### src/rtl/spike_event_encoder.sv
// Serialises per-neuron fire pulses into (spike_out, source_id) events for the axon router.
// Simultaneous firings wait in a pending bitmap and are served round-robin, one per accepted cycle.
module spike_event_encoder #(
    parameter int ADDR_WIDTH = 4,
    parameter int CNT_WIDTH  = 8
) (
    input  logic                         clk,
    input  logic                         rst_n,
    input  logic [(1<<ADDR_WIDTH)-1:0]   spike_vec,
    input  logic                         out_ready,
    output logic                         spike_out,
    output logic [ADDR_WIDTH-1:0]        source_id,
    output logic                         busy,
    output logic [CNT_WIDTH-1:0]         drop_count
);

    localparam int N = 1 << ADDR_WIDTH;

    logic [N-1:0]          pending_q, pending_d;
    logic [ADDR_WIDTH-1:0] rr_ptr_q, rr_ptr_d;
    logic                  spike_out_q, spike_out_d;
    logic [ADDR_WIDTH-1:0] source_id_q, source_id_d;
    logic [CNT_WIDTH-1:0]  drop_q, drop_d;

    logic                  slot_free;
    logic                  grant_vld;
    logic [ADDR_WIDTH-1:0] grant_id;
    logic [N-1:0]          grant_mask;
    logic [N-1:0]          drop_bits;
    logic [ADDR_WIDTH:0]   drop_num;

    function automatic logic [CNT_WIDTH-1:0] sat_add(input logic [CNT_WIDTH-1:0] cnt,
                                                     input logic [ADDR_WIDTH:0]  inc);
        logic [CNT_WIDTH:0] sum;
        sum = {1'b0, cnt} + (CNT_WIDTH+1)'(inc);
        return sum[CNT_WIDTH] ? {CNT_WIDTH{1'b1}} : sum[CNT_WIDTH-1:0];
    endfunction

    // Round-robin search over the registered bitmap, starting at rr_ptr and wrapping.
    always_comb begin
        grant_vld = 1'b0;
        grant_id  = '0;
        slot_free = !spike_out_q || out_ready;
        for (int k = 0; k < N; k++) begin
            logic [ADDR_WIDTH-1:0] idx;
            idx = rr_ptr_q + ADDR_WIDTH'(k);
            if (slot_free && !grant_vld && pending_q[idx]) begin
                grant_vld = 1'b1;
                grant_id  = idx;
            end
        end
    end

    always_comb begin
        grant_mask = '0;
        if (grant_vld) grant_mask[grant_id] = 1'b1;

        drop_bits = spike_vec & pending_q & ~grant_mask;
        drop_num  = '0;
        for (int i = 0; i < N; i++) begin
            drop_num = drop_num + {{ADDR_WIDTH{1'b0}}, drop_bits[i]};
        end

        pending_d   = (pending_q & ~grant_mask) | spike_vec;
        drop_d      = sat_add(drop_q, drop_num);
        rr_ptr_d    = rr_ptr_q;
        spike_out_d = spike_out_q;
        source_id_d = source_id_q;
        if (grant_vld) begin
            spike_out_d = 1'b1;
            source_id_d = grant_id;
            rr_ptr_d    = grant_id + 1'b1;
        end else if (spike_out_q && out_ready) begin
            spike_out_d = 1'b0;
        end
    end

    always_ff @(posedge clk) begin
        if (!rst_n) begin
            pending_q   <= '0;
            rr_ptr_q    <= '0;
            spike_out_q <= 1'b0;
            source_id_q <= '0;
            drop_q      <= '0;
        end else begin
            pending_q   <= pending_d;
            rr_ptr_q    <= rr_ptr_d;
            spike_out_q <= spike_out_d;
            source_id_q <= source_id_d;
            drop_q      <= drop_d;
        end
    end

    assign spike_out  = spike_out_q;
    assign source_id  = source_id_q;
    assign drop_count = drop_q;
    assign busy       = (|pending_q) || spike_out_q;

endmodule

### config.mk
export PLATFORM = sky130hd
export DESIGN_NAME = spike_event_encoder
export DESIGN_NICKNAME = d
export VERILOG_FILES = /design/src/rtl/spike_event_encoder.sv
export SDC_FILE = /design/constraint.sdc
export NUM_CORES = 1
export LEC_CHECK = 0
export CORE_MARGIN = 3
export CORE_UTILIZATION = 60
export CTS_CLUSTER_SIZE = 12
export DETAILED_ROUTE_END_ITERATION = 7
export DONT_BUFFER_PORTS = 1
export GPL_ROUTABILITY_DRIVEN = 0
export GPL_TIMING_DRIVEN = 0
export PLACE_DENSITY_LB_ADDON = 0.1
export SLEW_MARGIN = 25
export SYNTH_ARGS = -nofsm -noshare
export SYNTH_HDL_FRONTEND = slang
export SYNTH_SLANG_ARGS = --single-unit
### constraint.sdc
create_clock -name clk -period 15.3 [get_ports clk]
set_input_delay 0.765 -clock clk [delete_from_list [all_inputs] [get_ports clk]]
set_output_delay 0.765 -clock clk [all_outputs]
set_load 0.1 [all_outputs]
==> results.ini, run 1 <==
[synthesis]
async_flop_share_pct = 0
synthFlopType = dfxtp_1
synth_cells = 584
netlist.area_leader.share_pct = 13.76
ys_warn_count = 0
syn_area_um2 = 4801
syn-num-nets = 632
yosys-top-cells-area = dfxtp_1 (14%), mux2i_1 (7.3%), fa_1 (5.0%), mux2_2 (4.7%), ha_1 (4.4%)
avgSynthCellArea_um2 = 8.221
ys_types = 95
synth_edf_count = 0
synth_largest_area_cell = dfxtp_1
yosys_register_bits = 33
yosysSeqAreaShare_pct = 13.76

[drt]
routed_wire_length_per_instance_um = 21.88
vias = 4867
drcViolationCount = 0
dr.first_iter.drc_count = 592
drt_wl_total_um = 15120
via_per_inst = 7.043
antenna_left = 0
first_pass_iters = 5

[global_routing]
grt.total_usage_pct = 34.14
antenna_found_initial = 0
grt_pass1_wl_um = 24060
grt_pass1_vias = 4586
grt-ovfl-total = 0
grt_max_degree = 11

[layout]
final_area_um2 = 5029
n_antenna_cell = 0
fill_cells = 650
final_common_cell = nor2_1
layout_common_cells = nor2_1 (44), nand2_1 (40), mux2i_1 (35)
multi_input_area_um2 = 3787
final-seq-area_um2 = 663.1
final_layout_size_suffix_gt1_share_pct = 16.22
syn_to_final_growth_pct = 4.743
num-nets-final = 639
post-route-util_pct = 67.17

[clocking]
path_clk_slew_ns = 0.07
cts_resized = 0
cts_tree = built
insertion_delay_ns = 0.29
clock-sinks = 33
clock_path_buffers = 2
ctsRootBufferMaster = clkbuf_8
cts_made_buffers = 5
cts_hold_buf = 0
postCtsSetupBuffers = 0
h-tree-depth = 2

[critical_path]
start_kind = flop
arrival_ns = 10.09
critPathTopFamily = adder cells
crit_buf_inv = 7
critical_path.max_stage_delay_ns = 0.78
critPathCaptureType = flop
cp_common_cell = fa_1
criticalPathCategory = flop to flop
required_ns = 15.47
critical_path.max_fanout = 10
critPathSlowestCell = nor4_1
r2r_slack_ns = 5.37

[die]
die_w_um = 95.45
start_util_pct = 64.13
die-area_um2 = 9111
coreArea_um2 = 7486
die_y_um = 95.45
rows = 31
io_pins = 33

[place]
place_area_um2 = 4925
io_buffers = 0
place_hpwl_um = 11670

[run]
cap_violations = 0

[sta]
slew-limit-headroom_pct = 31.04
setup_violations = 0
rsz0062_at_grt = no
fin_crit_ns = 9.926
finalHoldViolCount = 0
finalCritPeriodShare_pct = 64.88
finalMaxSlewViolations = 0
skew_ns = 0.004198
tightest_slew_ns = 1.033
tns_ns = 0
timing.fmax_mhz = 100.7

[outcome]
status = complete, no violations

[min_path]
min_path_type = primary input to flop

metal layers:
metal	routed length (um)	up-vias	global-route usage (%)	part of all wire, %
met1	6385	2279	47.07	42
met5	0	-	0	0
met3	1821	57	9.866	12
met4	489	0	9.005	3.2
met2	6422	331	52.19	42
li1	-	2200	-	-
cells by family after synthesis:
family                     Yosys count  share of synthesized area, %
muxes                               67                         17.62
adders and majority gates           29                         9.434
and+or+nand+nor                    189                         20.98
xor gates and xnor gates            20                         4.274
buffers and inverters               70                         7.349
DFF                                 33                         13.76
AOI/OAI and AO/OA                  176                         26.58
final timing paths:
path,start,end,cells past startpoint
hold reg to reg,pending_q[0],pending_q[0],2
setup / recovery,rr_ptr_q[1],drop_count[4],31
setup reg to reg,rr_ptr_q[1],drop_count[4],31
hold / removal,spike_vec[4],pending_q[4],2
state kept, by name (all words and copies together), names as in the netlist:
signal and cells:
pending_q 16, drop_count 8, rr_ptr_q 4, source_id 4, spike_out 1
per-stage QoR:
step / worst slack, ns / cells / hold slack, ns
after floorplan: 7.290 / 584 / 0.5223
after global routing: 5.045 / 691 / 0.5944
after global placement: 5.783 / 683 / 0.6205
final: 5.374 / 691 / 0.5983
after CTS: 5.675 / 691 / 0.5990
after detailed placement: 5.755 / 683 / 0.6383
cells in the mapped netlist, types with 3 or more instances:
cell       count
nor3_1        13
o21ai_0       28
nand2b_1      10
nand2_1       40
mux4_2         8
clkbuf_1      17
dfxtp_1       33
inv_1         32
nor2b_1        7
buf_2          4
a22o_1         3
and3_1         5
o211ai_1      10
inv_2          3
o21a_1         6
o31ai_1        5
or2_1          4
a31o_2         3
or3_1          3
o21bai_1       3
a21oi_1       33
a211oi_1       6
o211a_1        5
nor2_1        44
o311a_1        3
nand3_1       19
a31oi_1       10
a21o_1         8
o22ai_1       11
buf_6          6
a2bb2oi_1      3
xnor2_1       12
mux2i_1       35
xnor2_2        3
xor2_1         4
nor4_1         8
mux2_2        20
buf_4          6
ha_1          17
and2_1         5
nand4_1        5
or2_2          4
fa_1          12
worst register-to-register path, delay by kind of cell (launching register included):
family                     cells  cell delay [ns]
and+or+nand+nor                8             2.09
buffers and inverters          7             1.37
DFF                            1             0.47
AOI/OAI and AO/OA              9             2.66
adders and majority gates      7             3.25
layout make-up:
cell class / instances / share of cell area [%]
plain buffers: 35 / 4.404
clock buffers: 7 / 1.916
clock inverters: 1 / 0.09953
inverters: 35 / 2.613
multi-input cells: 481 / 75.32
flip-flops and latches: 33 / 13.19
well taps: 99 / 2.463
Power of run 1 is left out: the tool's default activity adds up to more than one toggle a clock period on the data nets, which glitch-free logic cannot reach.
==> run 2: changes to the inputs <==
==> constraint.sdc (replaced) <==
create_clock -name clk -period 9.5 [get_ports clk]
set_input_delay 0.475 -clock clk [delete_from_list [all_inputs] [get_ports clk]]
set_output_delay 0.475 -clock clk [all_outputs]
set_load 0.1 [all_outputs]
==> run 2 against run 1 <==
Net effect: clock skew about the same; setup slack got worse by 5.0 ns; cell count rose by 0.72%; non-clock buffer count up 5; global-route usage did not move; sequential share of layout area shrank 0.21 points; maximum frequency grew 8.3%; via count grew 1.6%; critical endpoint unchanged; die area did not move; critical path depth grew 4.
==> results.ini, run 2 (synthesis results as in run 1) <==
[min_path]
hold_end = pending_q[4]
holdPathStages = 2  ; unchanged
min_path_type = primary input to flop
hp-start = spike_vec[4]

[layout]
final_layout_size_suffix_gt1_share_pct = 17.92  ; +1.7 points
largest_reg_flops = 16  ; unchanged
fin_cells = 696  ; +0.72%
top_register = pending_q
n_antenna_cell = 0  ; unchanged
syn_to_final_growth_pct = 6.437
final_common_cell = nor2_1
layout_common_cells = nor2_1 (44), nand2_1 (40), mux2i_1 (35)
num-nets-final = 644  ; +0.78%
post-route-util_pct = 68.26  ; +1.1 points

[outcome]
status = complete, no violations

[clocking]
cts_hold_buf = 0  ; unchanged
cts_made_buffers = 5  ; unchanged
ctsRootBufferMaster = clkbuf_8
insertion_delay_ns = 0.29  ; about the same
clock_path_buffers = 2  ; unchanged
clock-sinks = 33  ; unchanged
h-tree-depth = 2  ; unchanged
path_clk_slew_ns = 0.07  ; about the same
cts_tree = built

[drt]
dr.first_iter.drc_count = 482  ; -19%
via_per_inst = 7.105  ; +0.87%
routed_wire_length_per_instance_um = 21.99  ; +0.50%
drcViolationCount = 0  ; unchanged
antenna_left = 0  ; unchanged
vias = 4945  ; +1.6%
first_pass_iters = 7  ; +2
drt_wl_total_um = 15310  ; +1.2%

[critical_path]
critical_path.max_stage_delay_ns = 0.55  ; -0.23 ns
critPathSlowestCell = fa_1
cp_common_cell = fa_1
rr_startpoint = rr_ptr_q[1]
critPathCaptureType = flop
start_kind = flop
reg2reg_to = drop_count[4]
r2r_slack_ns = 0.34  ; -5.04 ns
critPathTopFamily = adder cells
arrival_ns = 9.33  ; -0.76 ns
criticalPathCategory = flop to flop
required_ns = 9.66  ; -5.81 ns
r2r_cells = 35  ; +13%
crit_buf_inv = 11  ; +4
critical_path.max_fanout = 10  ; unchanged

[die]
rows = 31  ; unchanged
start_util_pct = 64.13  ; unchanged
io_pins = 33  ; unchanged
die_w_um = 95.45  ; unchanged
die-area_um2 = 9111  ; unchanged
die_y_um = 95.45  ; unchanged
coreArea_um2 = 7486  ; unchanged

[sta]
fin_crit_ns = 9.164  ; -0.7619 ns
tns_ns = 0  ; unchanged
setup_violations = 0  ; unchanged
tightest_slew_ns = 1.033  ; +0.00001785 ns
timing.fmax_mhz = 109.1  ; +8.3%
finalHoldViolCount = 0  ; unchanged
finalMaxSlewViolations = 0  ; unchanged
slew-limit-headroom_pct = 31.03  ; about the same
worst_slack_ns = 0.3355  ; -5.038 ns
skew_ns = 0.004641  ; +0.0004430 ns
finalCritPeriodShare_pct = 96.47  ; +32 points

[place]
place_hpwl_um = 11670  ; unchanged
place_ws_ns = -0.04540  ; -5.800 ns
io_buffers = 0  ; unchanged
placed_cells = 683  ; unchanged

[global_routing]
grt.total_usage_pct = 34.14  ; unchanged
grt_max_degree = 11  ; unchanged
grt_pass1_vias = 4586  ; unchanged
grt-ovfl-total = 0  ; unchanged
grt_pass1_wl_um = 24060  ; unchanged
antenna_found_initial = 0  ; unchanged

[run]
cap_violations = 0  ; unchanged

[run 2: final cells by class]
| class | count | area, um2 |
|---|---|---|
| inverters | 35 | 131.4 |
| clock buffers | 7 | 96.34 |
| multi-input cells | 481 | 3830 |
| fillers | 633 | 2376 |
| flip-flops and latches | 33 | 663.1 |
| repair buffers | 5 | 37.54 |
| well taps | 99 | 123.9 |
| plain buffers | 35 | 222.7 |
| clock inverters | 1 | 5.005 |
[run 2: worst max path at each step]
stage | slack (ns) | cells after the start | startpoint | endpoint
finish | 0.34 | 35 | rr_ptr_q[1] | drop_count[4]
global route | -0.1 | 34 | rr_ptr_q[1] | drop_count[4]
CTS | 0.14 | 31 | rr_ptr_q[1] | drop_count[4]
detailed placement | -0.05 | 31 | rr_ptr_q[1] | drop_count[0]
global placement | -0.02 | 31 | rr_ptr_q[1] | drop_count[4]
floorplan | 1.49 | 31 | rr_ptr_q[1] | drop_count[7]
[run 2: worst register-to-register path: cells and delay by family, from the launching register on]
kind	cells	cell delay, ns
and+or+nand+nor	7	1.47
buffers and inverters	11	1.77
DFF	1	0.47
AOI/OAI and AO/OA	9	1.93
adders and majority gates	7	3.19
muxes	1	0.21
[run 2: layer usage]
metal / GRT usage [%] / vias to the layer above / routed length [um]
met4: 9.005 / 0 / 506
li1: - / 2209 / -
met3: 9.866 / 56 / 1996
met5: 0 / - / 0
met2: 52.19 / 371 / 6506
met1: 47.07 / 2309 / 6295
[run 2: repair_timing]
| action | in CTS | in global routing |
|---|---|---|
| pin swaps | 0 | 4 |
| resized for setup | 1 | 10 |
| setup endpoints to repair | 8 | 8 |
| setup buffers | 0 | 5 |
[run 2: stage by stage]
step,instance area [um2],hold WS (ns)
final,5110,0.3120
after global routing,5110,0.3044
after CTS,5032,0.3090
after detailed placement,4925,0.6081
after global placement,4925,0.6033
after floorplan,4801,0.5223
Power of run 2 is left out for the same reason.
==> run 3: changes to the inputs <==
--- a/config.mk
+++ b/config.mk
@@ -5,7 +5,6 @@
 export SDC_FILE = /design/constraint.sdc
 export NUM_CORES = 1
 export LEC_CHECK = 0
-export CORE_MARGIN = 3
 export CORE_UTILIZATION = 60
 export CTS_CLUSTER_SIZE = 12
 export DETAILED_ROUTE_END_ITERATION = 7
==> run 3 against run 2 <==
Net effect: setup slack got worse by 0.018 ns; routed wire length down 3.3%; via count down 2.3%; global-route usage increased by 2.3 points; clock skew shrank 0.0020 ns.
==> results.ini, run 3 (synthesis results as in run 1) <==
[outcome]
status = complete, no violations

[die]
coreArea_um2 = 7727  ; +3.2%
start_util_pct = 62.13  ; -2.0 points
die_w_um = 91.45  ; -4.2%
die_y_um = 91.45  ; -4.2%
io_pins = 33  ; unchanged
die-area_um2 = 8363  ; -8.2%
rows = 32  ; +3.2%

[place]
place_hpwl_um = 11620  ; -0.51%
io_buffers = 0  ; unchanged
place_ws_ns = -0.05761  ; -0.01220 ns
placed_cells = 686  ; +0.44%

[critical_path]
critPathCaptureType = flop
criticalPathCategory = flop to flop
cp_common_cell = fa_1
start_kind = flop
required_ns = 9.66  ; about the same
critical_path.max_fanout = 10  ; unchanged
critical_path.max_stage_delay_ns = 0.55  ; about the same
arrival_ns = 9.34  ; about the same
critPathSlowestCell = fa_1

[layout]
fin_cells = 692  ; -0.57%
multi_input_area_um2 = 3807  ; -0.59%
final-seq-area_um2 = 660.6  ; -0.38%
final_common_cell = nor2_1
layout_common_cells = nor2_1 (44), nand2_1 (40), mux2i_1 (35)
fill_cells = 669  ; +5.7%
syn_to_final_growth_pct = 4.796
num-nets-final = 638  ; -0.93%
top_register = pending_q
final_layout_size_suffix_gt1_share_pct = 15.93  ; -2.0 points
post-route-util_pct = 65.11  ; -3.2 points
largest_reg_flops = 16  ; unchanged
n_antenna_cell = 0  ; unchanged

[clocking]
insertion_delay_ns = 0.29  ; about the same
cts_tree = built
path_clk_slew_ns = 0.07  ; about the same
clock-sinks = 33  ; unchanged
cts_made_buffers = 5  ; unchanged
h-tree-depth = 2  ; unchanged
ctsRootBufferMaster = clkbuf_8
clock_path_buffers = 2  ; unchanged

[drt]
antenna_left = 0  ; unchanged
first_pass_iters = 8  ; +1
drcViolationCount = 0  ; unchanged
dr.first_iter.drc_count = 422  ; -12%
via_per_inst = 6.983  ; -1.7%
drt_wl_total_um = 14800  ; -3.3%
routed_wire_length_per_instance_um = 21.38  ; -2.8%
vias = 4832  ; -2.3%

[sta]
skew_ns = 0.002615  ; -0.002027 ns
hold-worst-slack_ns = 0.3069  ; -0.005019 ns
finalMaxSlewViolations = 0  ; unchanged
tightest_slew_ns = 1.119  ; +0.08586 ns
fin_crit_ns = 9.183  ; +0.01848 ns
slew-limit-headroom_pct = 25.30  ; -5.7 points
worst_slack_ns = 0.3171  ; -0.01848 ns
finalCritPeriodShare_pct = 96.66  ; +0.19 points
timing.fmax_mhz = 108.9  ; -0.20%
finalHoldViolCount = 0  ; unchanged
setup_violations = 0  ; unchanged

[global_routing]
grt_pass1_wl_um = 24050  ; about the same
grt_pass1_vias = 4814  ; +5.0%
grt.total_usage_pct = 36.46  ; +2.3 points
grt-ovfl-total = 0  ; unchanged
grt_max_degree = 11  ; unchanged
antenna_found_initial = 0  ; unchanged

[run]
cap_violations = 0  ; unchanged

[min_path]
min_path_type = primary input to flop

## run 3: changes by cell type in the layout (fill, tap and decap cells not counted), sizes merged
cell	before	now
buf	22	17
clkbuf	25	24
clkinv	1	0
## run 3: repair_timing
item,in CTS,in global routing
endpoints found under the hold margin,0,0
setup endpoints to repair,8,8
gates resized for setup,1,3
hold buffers,0,0
setup buffers,0,0
## run 3: final cells by class
type                            count  area share (%)
Sequential cell                    33           13.13
Multi-Input combinational cell    481           75.68
Clock buffer                        7           1.716
Inverter                           35           2.611
Buffer                             34           4.327
Tap cell                          102           2.537
## run 3: worst max-delay path: cells and delay by family, from the launching register on
| family | cells | cell delay, ns |
|---|---|---|
| XOR/XNOR | 1 | 0.25 |
| buffers and inverters | 7 | 1.16 |
| AO/OA/AOI/OAI | 8 | 2.15 |
| AND/OR/NAND/NOR | 6 | 1.30 |
| multiplexers | 2 | 0.60 |
| adder cells (fa/ha/maj) | 7 | 3.13 |
| flip-flops | 1 | 0.41 |
## run 3: final timing paths
path / from / end / slack, ns / cells past startpoint
worst min register to register: pending_q[15] / pending_q[15] / 0.65 / 2
worst max register to register: rr_ptr_q[1] / drop_count[3] / 0.32 / 31
worst min-delay path: spike_vec[12] / pending_q[12] / 0.31 / 2
worst max-delay path: rr_ptr_q[1] / drop_count[3] / 0.32 / 31
## run 3: metal layers
metal  track usage (%)  up-vias  wire, um  share of wire (%)
met1             42.98     2265      5620                 38
met4             20.37        0       817                5.5
met2             62.72      292      6986                 47
met5                 0        -         0                  0
met3             5.779       80      1371                9.3
li1                  -     2195         -                  -
## run 3: through the flow
step,TNS [ns],cell area [um2]
2_1_floorplan,0,4801
3_3_place_gp,0,4928
3_5_place_dp,-0.3312,4928
4_1_cts,0,5021
5_1_grt,-0.2214,5031
6_report,0,5031
Power of run 3 is left out for the same reason.
